==> config.mk <==
export PLATFORM = sky130hd
export DESIGN_NAME = alu_result_stage_flat
export DESIGN_NICKNAME = d
export VERILOG_FILES = /design/src/rtl/alu_pkg.sv /design/src/rtl/alu_result_stage_if.sv /design/src/rtl/alu_result_skid.sv /design/src/rtl/alu_result_stage.sv /design/src/flat_wrapper.sv
export SDC_FILE = /design/constraint.sdc
export NUM_CORES = 1
export LEC_CHECK = 0
export BUFFER_PORTS_ARGS = -buffer_cell sky130_fd_sc_hd__buf_2
export CELL_PAD_IN_SITES_DETAIL_PLACEMENT = 0
export CELL_PAD_IN_SITES_GLOBAL_PLACEMENT = 1
export CORE_MARGIN = 2
export CORE_UTILIZATION = 40
export CTS_CLUSTER_SIZE = 28
export DETAILED_ROUTE_END_ITERATION = 10
export GPL_TIMING_DRIVEN = 0
export HOLD_SLACK_MARGIN = 0.06
export PLACE_DENSITY = 0.8
export SYNTH_ARGS = -nofsm -noshare
export SYNTH_HDL_FRONTEND = slang
export SYNTH_HIERARCHICAL = 1
export SYNTH_SLANG_ARGS = --single-unit
==> constraint.sdc <==
create_clock -name clk -period 2.3 [get_ports clk]
set_input_delay 0 -clock clk [delete_from_list [all_inputs] [get_ports clk]]
set_output_delay 0 -clock clk [all_outputs]
set_load 0.01 [all_outputs]
==> src/rtl/alu_pkg.sv <==
// Shared types for the ALU result stage: opcode encodings, unit decode and the result record.
package alu_pkg;

    localparam int unsigned XLEN     = 32;
    localparam int unsigned REGIDX_W = 5;

    typedef enum logic [4:0] {
        OpAdd  = 5'd0,
        OpSub  = 5'd1,
        OpSlt  = 5'd2,
        OpSltu = 5'd3,
        OpXor  = 5'd4,
        OpOr   = 5'd6,
        OpAnd  = 5'd7,
        OpSll  = 5'd8,
        OpSrl  = 5'd12,
        OpSra  = 5'd13
    } alu_op_e;

    typedef enum logic [2:0] {
        UnitAdder,
        UnitLogic,
        UnitCmp,
        UnitShift,
        UnitNone
    } alu_unit_e;

    typedef struct packed {
        logic [XLEN-1:0]     data;
        logic [REGIDX_W-1:0] rd;
        logic                we;
    } alu_res_t;

    // Encodings outside the table (5, 9-11, 14-31) decode to UnitNone and count as illegal.
    function automatic alu_unit_e op_to_unit(alu_op_e op);
        alu_unit_e unit;
        case (op)
            OpAdd, OpSub:        unit = UnitAdder;
            OpSlt, OpSltu:       unit = UnitCmp;
            OpXor, OpOr, OpAnd:  unit = UnitLogic;
            OpSll, OpSrl, OpSra: unit = UnitShift;
            default:             unit = UnitNone;
        endcase
        return unit;
    endfunction

endpackage

==> src/rtl/alu_result_stage_if.sv <==
// Issue and writeback signals of the ALU result stage.
// master = upstream issuer plus writeback consumer; slave = the result stage itself.
interface alu_result_stage_if;
    import alu_pkg::*;

    logic                in_valid;
    logic                in_ready;
    logic [4:0]          Instruction_to_ALU;
    logic [XLEN-1:0]     Shifter_out;
    logic [XLEN-1:0]     Adder_out;
    logic [XLEN-1:0]     Logic_out;
    logic                Compare_out;
    logic [REGIDX_W-1:0] in_rd;
    logic                in_flush;
    logic                wb_valid;
    logic                wb_ready;
    logic [XLEN-1:0]     wb_data;
    logic [REGIDX_W-1:0] wb_rd;
    logic                wb_we;
    logic                err_illegal;

    modport master (
        output in_valid, Instruction_to_ALU, Shifter_out, Adder_out, Logic_out, Compare_out,
               in_rd, in_flush, wb_ready,
        input  in_ready, wb_valid, wb_data, wb_rd, wb_we, err_illegal
    );

    modport slave (
        input  in_valid, Instruction_to_ALU, Shifter_out, Adder_out, Logic_out, Compare_out,
               in_rd, in_flush, wb_ready,
        output in_ready, wb_valid, wb_data, wb_rd, wb_we, err_illegal
    );

endinterface

==> src/rtl/alu_result_skid.sv <==
// Generic 2-entry valid/ready skid buffer: output register plus one skid slot.
// in_ready_o is decoded from registered occupancy only, so it never depends on out_ready_i.
module alu_result_skid #(
    parameter type T = logic [7:0]
) (
    input  logic clk,
    input  logic rst,
    input  logic flush_i,
    input  logic in_valid_i,
    output logic in_ready_o,
    input  T     in_data_i,
    output logic out_valid_o,
    input  logic out_ready_i,
    output T     out_data_o
);

    typedef enum logic [1:0] {StEmpty, StOne, StTwo} occ_e;

    occ_e state_q, state_d;
    T     out_q, out_d;
    T     skid_q, skid_d;
    logic accept;
    logic drain;

    always_comb begin
        in_ready_o  = (state_q != StTwo);
        out_valid_o = (state_q != StEmpty);
        out_data_o  = out_q;
        accept      = in_valid_i & in_ready_o;
        drain       = out_valid_o & out_ready_i;
        state_d     = state_q;
        out_d       = out_q;
        skid_d      = skid_q;
        // Flush wins over any same-cycle accept.
        if (flush_i) begin
            state_d = StEmpty;
        end else begin
            unique case (state_q)
                StEmpty: begin
                    if (accept) begin
                        out_d   = in_data_i;
                        state_d = StOne;
                    end
                end
                StOne: begin
                    if (accept && drain) begin
                        out_d = in_data_i;
                    end else if (accept) begin
                        skid_d  = in_data_i;
                        state_d = StTwo;
                    end else if (drain) begin
                        state_d = StEmpty;
                    end
                end
                StTwo: begin
                    if (drain) begin
                        out_d   = skid_q;
                        state_d = StOne;
                    end
                end
                default: state_d = StEmpty;
            endcase
        end
    end

    always_ff @(posedge clk or posedge rst) begin
        if (rst) begin
            state_q <= StEmpty;
            out_q   <= '0;
            skid_q  <= '0;
        end else begin
            state_q <= state_d;
            out_q   <= out_d;
            skid_q  <= skid_d;
        end
    end

endmodule

==> src/rtl/alu_result_stage.sv <==
// Execute-to-writeback stage: selects the ALU unit result, tags it with rd and hands it to writeback.
// Optional ALU_RESULT_FWD_EN adds fwd_valid/fwd_rd/fwd_data bypass outputs.
module alu_result_stage
    import alu_pkg::*;
(
    input  logic                clk,
    input  logic                rst,
    alu_result_stage_if.slave   bus
`ifdef ALU_RESULT_FWD_EN
    ,
    output logic                fwd_valid,
    output logic [REGIDX_W-1:0] fwd_rd,
    output logic [XLEN-1:0]     fwd_data
`endif
);

    alu_op_e   op;
    alu_unit_e unit;
    alu_res_t  in_res;
    alu_res_t  out_res;
    logic      in_ready;
    logic      out_valid;
    logic      accept;
    logic      err_q, err_d;

    always_comb begin
        op          = alu_op_e'(bus.Instruction_to_ALU);
        unit        = op_to_unit(op);
        in_res      = '0;
        case (unit)
            UnitAdder: in_res.data = bus.Adder_out;
            UnitLogic: in_res.data = bus.Logic_out;
            UnitCmp:   in_res.data = {{(XLEN-1){1'b0}}, bus.Compare_out};
            UnitShift: in_res.data = bus.Shifter_out;
            default:   in_res.data = '0;
        endcase
        in_res.rd   = bus.in_rd;
        in_res.we   = (bus.in_rd != '0) && (unit != UnitNone);
        accept      = bus.in_valid & in_ready;
        err_d       = err_q | (accept & ~bus.in_flush & (unit == UnitNone));
    end

    always_ff @(posedge clk or posedge rst) begin
        if (rst) begin
            err_q <= 1'b0;
        end else begin
            err_q <= err_d;
        end
    end

    alu_result_skid #(
        .T (alu_res_t)
    ) u_skid (
        .clk         (clk),
        .rst         (rst),
        .flush_i     (bus.in_flush),
        .in_valid_i  (bus.in_valid),
        .in_ready_o  (in_ready),
        .in_data_i   (in_res),
        .out_valid_o (out_valid),
        .out_ready_i (bus.wb_ready),
        .out_data_o  (out_res)
    );

    assign bus.in_ready    = in_ready;
    assign bus.wb_valid    = out_valid;
    assign bus.wb_data     = out_res.data;
    assign bus.wb_rd       = out_res.rd;
    assign bus.wb_we       = out_res.we;
    assign bus.err_illegal = err_q;

`ifdef ALU_RESULT_FWD_EN
    assign fwd_valid = out_valid & out_res.we;
    assign fwd_rd    = out_res.rd;
    assign fwd_data  = out_res.data;
`endif

endmodule

==> src/flat_wrapper.sv <==
// flat-port wrapper written by rule: the top's interface ports become plain ports
module alu_result_stage_flat import alu_pkg::*;
  (clk, rst, bus_in_valid, bus_Instruction_to_ALU, bus_Shifter_out, bus_Adder_out, bus_Logic_out, bus_Compare_out, bus_in_rd, bus_in_flush, bus_wb_ready, bus_in_ready, bus_wb_valid, bus_wb_data, bus_wb_rd, bus_wb_we, bus_err_illegal);
  alu_result_stage_if bus_i ();
  input  logic clk;
  input  logic rst;
  input wire logic [$bits(bus_i.in_valid)-1:0] bus_in_valid;
  input wire logic [$bits(bus_i.Instruction_to_ALU)-1:0] bus_Instruction_to_ALU;
  input wire logic [$bits(bus_i.Shifter_out)-1:0] bus_Shifter_out;
  input wire logic [$bits(bus_i.Adder_out)-1:0] bus_Adder_out;
  input wire logic [$bits(bus_i.Logic_out)-1:0] bus_Logic_out;
  input wire logic [$bits(bus_i.Compare_out)-1:0] bus_Compare_out;
  input wire logic [$bits(bus_i.in_rd)-1:0] bus_in_rd;
  input wire logic [$bits(bus_i.in_flush)-1:0] bus_in_flush;
  input wire logic [$bits(bus_i.wb_ready)-1:0] bus_wb_ready;
  output wire logic [$bits(bus_i.in_ready)-1:0] bus_in_ready;
  output wire logic [$bits(bus_i.wb_valid)-1:0] bus_wb_valid;
  output wire logic [$bits(bus_i.wb_data)-1:0] bus_wb_data;
  output wire logic [$bits(bus_i.wb_rd)-1:0] bus_wb_rd;
  output wire logic [$bits(bus_i.wb_we)-1:0] bus_wb_we;
  output wire logic [$bits(bus_i.err_illegal)-1:0] bus_err_illegal;
  assign bus_i.in_valid = bus_in_valid;
  assign bus_i.Instruction_to_ALU = bus_Instruction_to_ALU;
  assign bus_i.Shifter_out = bus_Shifter_out;
  assign bus_i.Adder_out = bus_Adder_out;
  assign bus_i.Logic_out = bus_Logic_out;
  assign bus_i.Compare_out = bus_Compare_out;
  assign bus_i.in_rd = bus_in_rd;
  assign bus_i.in_flush = bus_in_flush;
  assign bus_i.wb_ready = bus_wb_ready;
  assign bus_in_ready = bus_i.in_ready;
  assign bus_wb_valid = bus_i.wb_valid;
  assign bus_wb_data = bus_i.wb_data;
  assign bus_wb_rd = bus_i.wb_rd;
  assign bus_wb_we = bus_i.wb_we;
  assign bus_err_illegal = bus_i.err_illegal;
  alu_result_stage u_core (.clk(clk), .rst(rst), .bus(bus_i));
endmodule
==> impl_metrics.csv <==
group,metric,value,unit
clock_tree,cts_tree,"yes",
die,start_util,0.413,
setup_path,path_delay_family,"buffers and inverters",
setup_path,cp-startpoint,"bus_Instruction_to_ALU[0]",
grt,busiest_layer,"met2",
setup_path,endpoint_kind,"register",
layout,utilization,0.566,
clock_tree,clk_pin_slew,0.07,ns
clock_tree,clock_latency,0.35,ns
timing,clock-skew-final,0.00796,ns
routing,wl_per_cell,18.3,um
job,max_cap_viol_count,0,
timing,max-slew-margin-rel,0.471,
grt,antenna_found_initial,0,
timing,holdWs,0.0691,ns
power_and_ir_drop,power.total,0.00363,W
setup_path,cp.required,2.59,ns
routing,detail_route.vias_per_cell,5.22,
grt,grt_use_met2,0.372,
timing,finalHoldViolCount,0,
timing,fin_ws,0.0952,ns
layout,syn2layout_area_growth,37.2,%
timing,clock.fmax,454,MHz
clock_tree,postCtsSetupRepairBufs,0,
synthesis,synth_ff_type,"dfrtp_1",
die,die_area,12100,um^2
synthesis,synthArstFlopShare,1.00,
die,ios,153,
setup_path,crit_chain,"dlygate4sd3_1 > buf_2 > and2b_4 > nor4b_4 > a221o_1 > dlygate4sd3_1 > mux2_2",
synthesis,ys_seq_elements,79,
grt,met1_usage,0.256,
setup_path,crit_top_cell,"dlygate4sd3_1",
routing,drt-total-wl,12.5,mm
setup_path,r2r-end,"u_core/u_skid/skid_q[16]$_DFFE_PP0P_",
synthesis,synth_seq_area_share,0.440,
grt,gr-total-overflow,0,
grt,grtUsageTotal,0.212,
placement,dpl.cell_count,621,
die,core_area,10900,um^2
layout,fin_nets,655,
setup_path,critPathSlowestCell,"nor4b_4",
synthesis,syn_area_per_cell,13.6,um^2
placement,place_ws,0.435,ns
placement,dp_hpwl,8.85,mm
synthesis,syn-num-nets,442,
setup_path,rrSetupSlack,0.52,ns
die,fp.dieH,110,um
die,dieWidth,110,um
setup_path,crit_path_end,"u_core/u_skid/skid_q[31]$_DFFE_PP0P_",
grt,grt_pass1_vias,3848,
layout,drive_gt1_frac,0.545,
synthesis,synth-edff-count,0,
synthesis,netlist_area,4490,um^2
timing,setup_viol,0,
placement,place.gp.congestion,0.806,
routing,drc,0,
routing,drtIter0Drc,150,
clock_tree,cts_max_level,3,
layout,final_common_cell,"buf_2",
clock_tree,clockRootBuffer,"clkbuf_8",
layout,fin_cells,687,
min_path,hp-class,"in -> reg",
setup_path,path_depth,7,
timing,fin_crit_sh,0.959,
synthesis,synthCells,330,
clock_tree,cts_sinks,79,
timing,rsz0062_at_grt,"false",
power_and_ir_drop,peakVddDrop,0.255,mV
setup_path,rr_worst_depth,5,
routing,drt-pass1-iter-count,4,
setup_path,start_kind,"primary input",
setup_path,path_buf_inv,3,
setup_path,worst-setup-path-type,"in -> reg",
timing,final.min_clock_period,2.20,ns
layout,antenna_cells_inserted,0,
die,rows,38,
timing,worst_pin_slew,0.790,ns
setup_path,crit_fanout,9,
placement,io_buffers,150,
setup_path,critPathMaxStageDelay,0.67,ns
routing,postRouteAntennaNets,0,
layout,layout_common_cells,"153 x buf_2, 79 x dfrtp_1, 67 x mux2_2, 51 x dlygate4sd3_1",
power_and_ir_drop,power_density,588,nW/um^2
clock_tree,numCtsBuffers,9,
grt,grt_pass1_wl,19.2,mm
outcome,status,"finished clean",
grt,grt_util_met3,0.0400,
synthesis,yosysWarnings,6,
clock_tree,cts_buffer_depth,2,
synthesis,ys_types,44,
routing,vias,3588,
setup_path,arrival,2.50,ns
grt,grt_start_max_net_pins,41,
power_and_ir_drop,p_leak,3.18,nW
timing,slew_viol_final,0,
setup_path,r2r-start,"u_core/u_skid/state_q[1]$_DFFE_PP0P_",
[metal layers]
layer,routed length (um),up-vias,share of wire
met5,0,-,0
met4,286,0,0.023
met3,661,22,0.053
met2,6330,99,0.50
met1,5260,1783,0.42
li1,-,1684,-
[worst min-delay path by stage]
| stage | to | startpoint | cells past startpoint | slack (ns) |
|---|---|---|---|---|
| final | u_core/u_skid/skid_q[16]$_DFFE_PP0P_ | bus_Shifter_out[10] | 3 | 0.07 |
| after global routing | u_core/u_skid/skid_q[16]$_DFFE_PP0P_ | bus_Adder_out[10] | 3 | 0.07 |
| after CTS | u_core/u_skid/skid_q[8]$_DFFE_PP0P_ | bus_Adder_out[2] | 3 | 0.06 |
| after detailed placement | u_core/bus.err_illegal$_DFF_PP0_ | rst | 2 | -0.13 |
| after global placement | u_core/bus.err_illegal$_DFF_PP0_ | rst | 2 | -0.15 |
| after floorplan | u_core/bus.err_illegal$_DFF_PP0_ | rst | 1 | -0.27 |
[layout make-up]
class / count / area, um^2
multi-input cells: 222 / 2250
well taps: 140 / 175
clock buffers: 11 / 141
repair buffers: 202 / 1280
flip-flops and latches: 79 / 1980
inverters: 2 / 10.0
clock inverters: 4 / 70.1
plain buffers: 27 / 255
fillers: 896 / 4720
[worst register-to-register path, delay by kind of cell, from the launching register on]
kind                   cells  cell delay, ns
AND/OR/NAND/NOR            2            0.47
flip-flops                 1            0.45
buffers and inverters      2            0.39
multiplexers               1            0.34
[registers in the layout (all words and copies together) (netlist names)]
signal                    count
u_core/bus.err_illegal        1
u_core/u_skid/out_data_o     38
u_core/u_skid/skid_q         38
u_core/u_skid/state_q         2
[power by group]
| part | internal (W) | total, W | leakage [nW] | switching [W] |
|---|---|---|---|---|
| combinational | 0.000476 | 0.000822 | 2.03 | 0.000346 |
| clock | 0.000632 | 0.00112 | 0.109 | 0.000491 |
| sequential | 0.00158 | 0.00168 | 1.05 | 0.0000997 |
[cells by family (layout without fill, tap and decap cells)]
group	count (synthesis)	after routing	synth area share
AND/OR/NAND/NOR	61	61	0.100
flip-flops	79	79	0.440
buffers and inverters	29	246	0.0582
multiplexers	115	115	0.305
AO/OA/AOI/OAI	46	46	0.0969
[synth_stat cells, drive strengths merged (2+ instances only)]
cell type  instances  share of area
mux2             114           0.30
dfrtp             79           0.44
a221o             27          0.060
and3              26          0.038
buf               22          0.052
a21oi              8         0.0097
nor4b              6          0.015
a2111oi            5          0.017
clkbuf             5         0.0042
nand3              5         0.0056
nand2              4         0.0033
nand2b             3         0.0047
nor3b              3         0.0086
and2               2         0.0031
and2b              2         0.0042
inv                2         0.0017
nor2               2         0.0017
nor4               2         0.0061
o21a               2         0.0033
[stage by stage]
step	cell area, um^2	setup TNS, ns
after floorplan	4490	0
after global placement	5420	-49.76
after detailed placement	5440	0
after CTS	6160	0
after global routing	6160	0
final	6160	0
[repair_timing]
| item | CTS | global route |
|---|---|---|
| hold endpoints to repair | 72 | 0 |
| setup endpoints to repair | 0 | 1 |
| gates resized for setup | 0 | 2 |
| hold buffers | 51 | 0 |
Power figures use the tool's default switching activity.
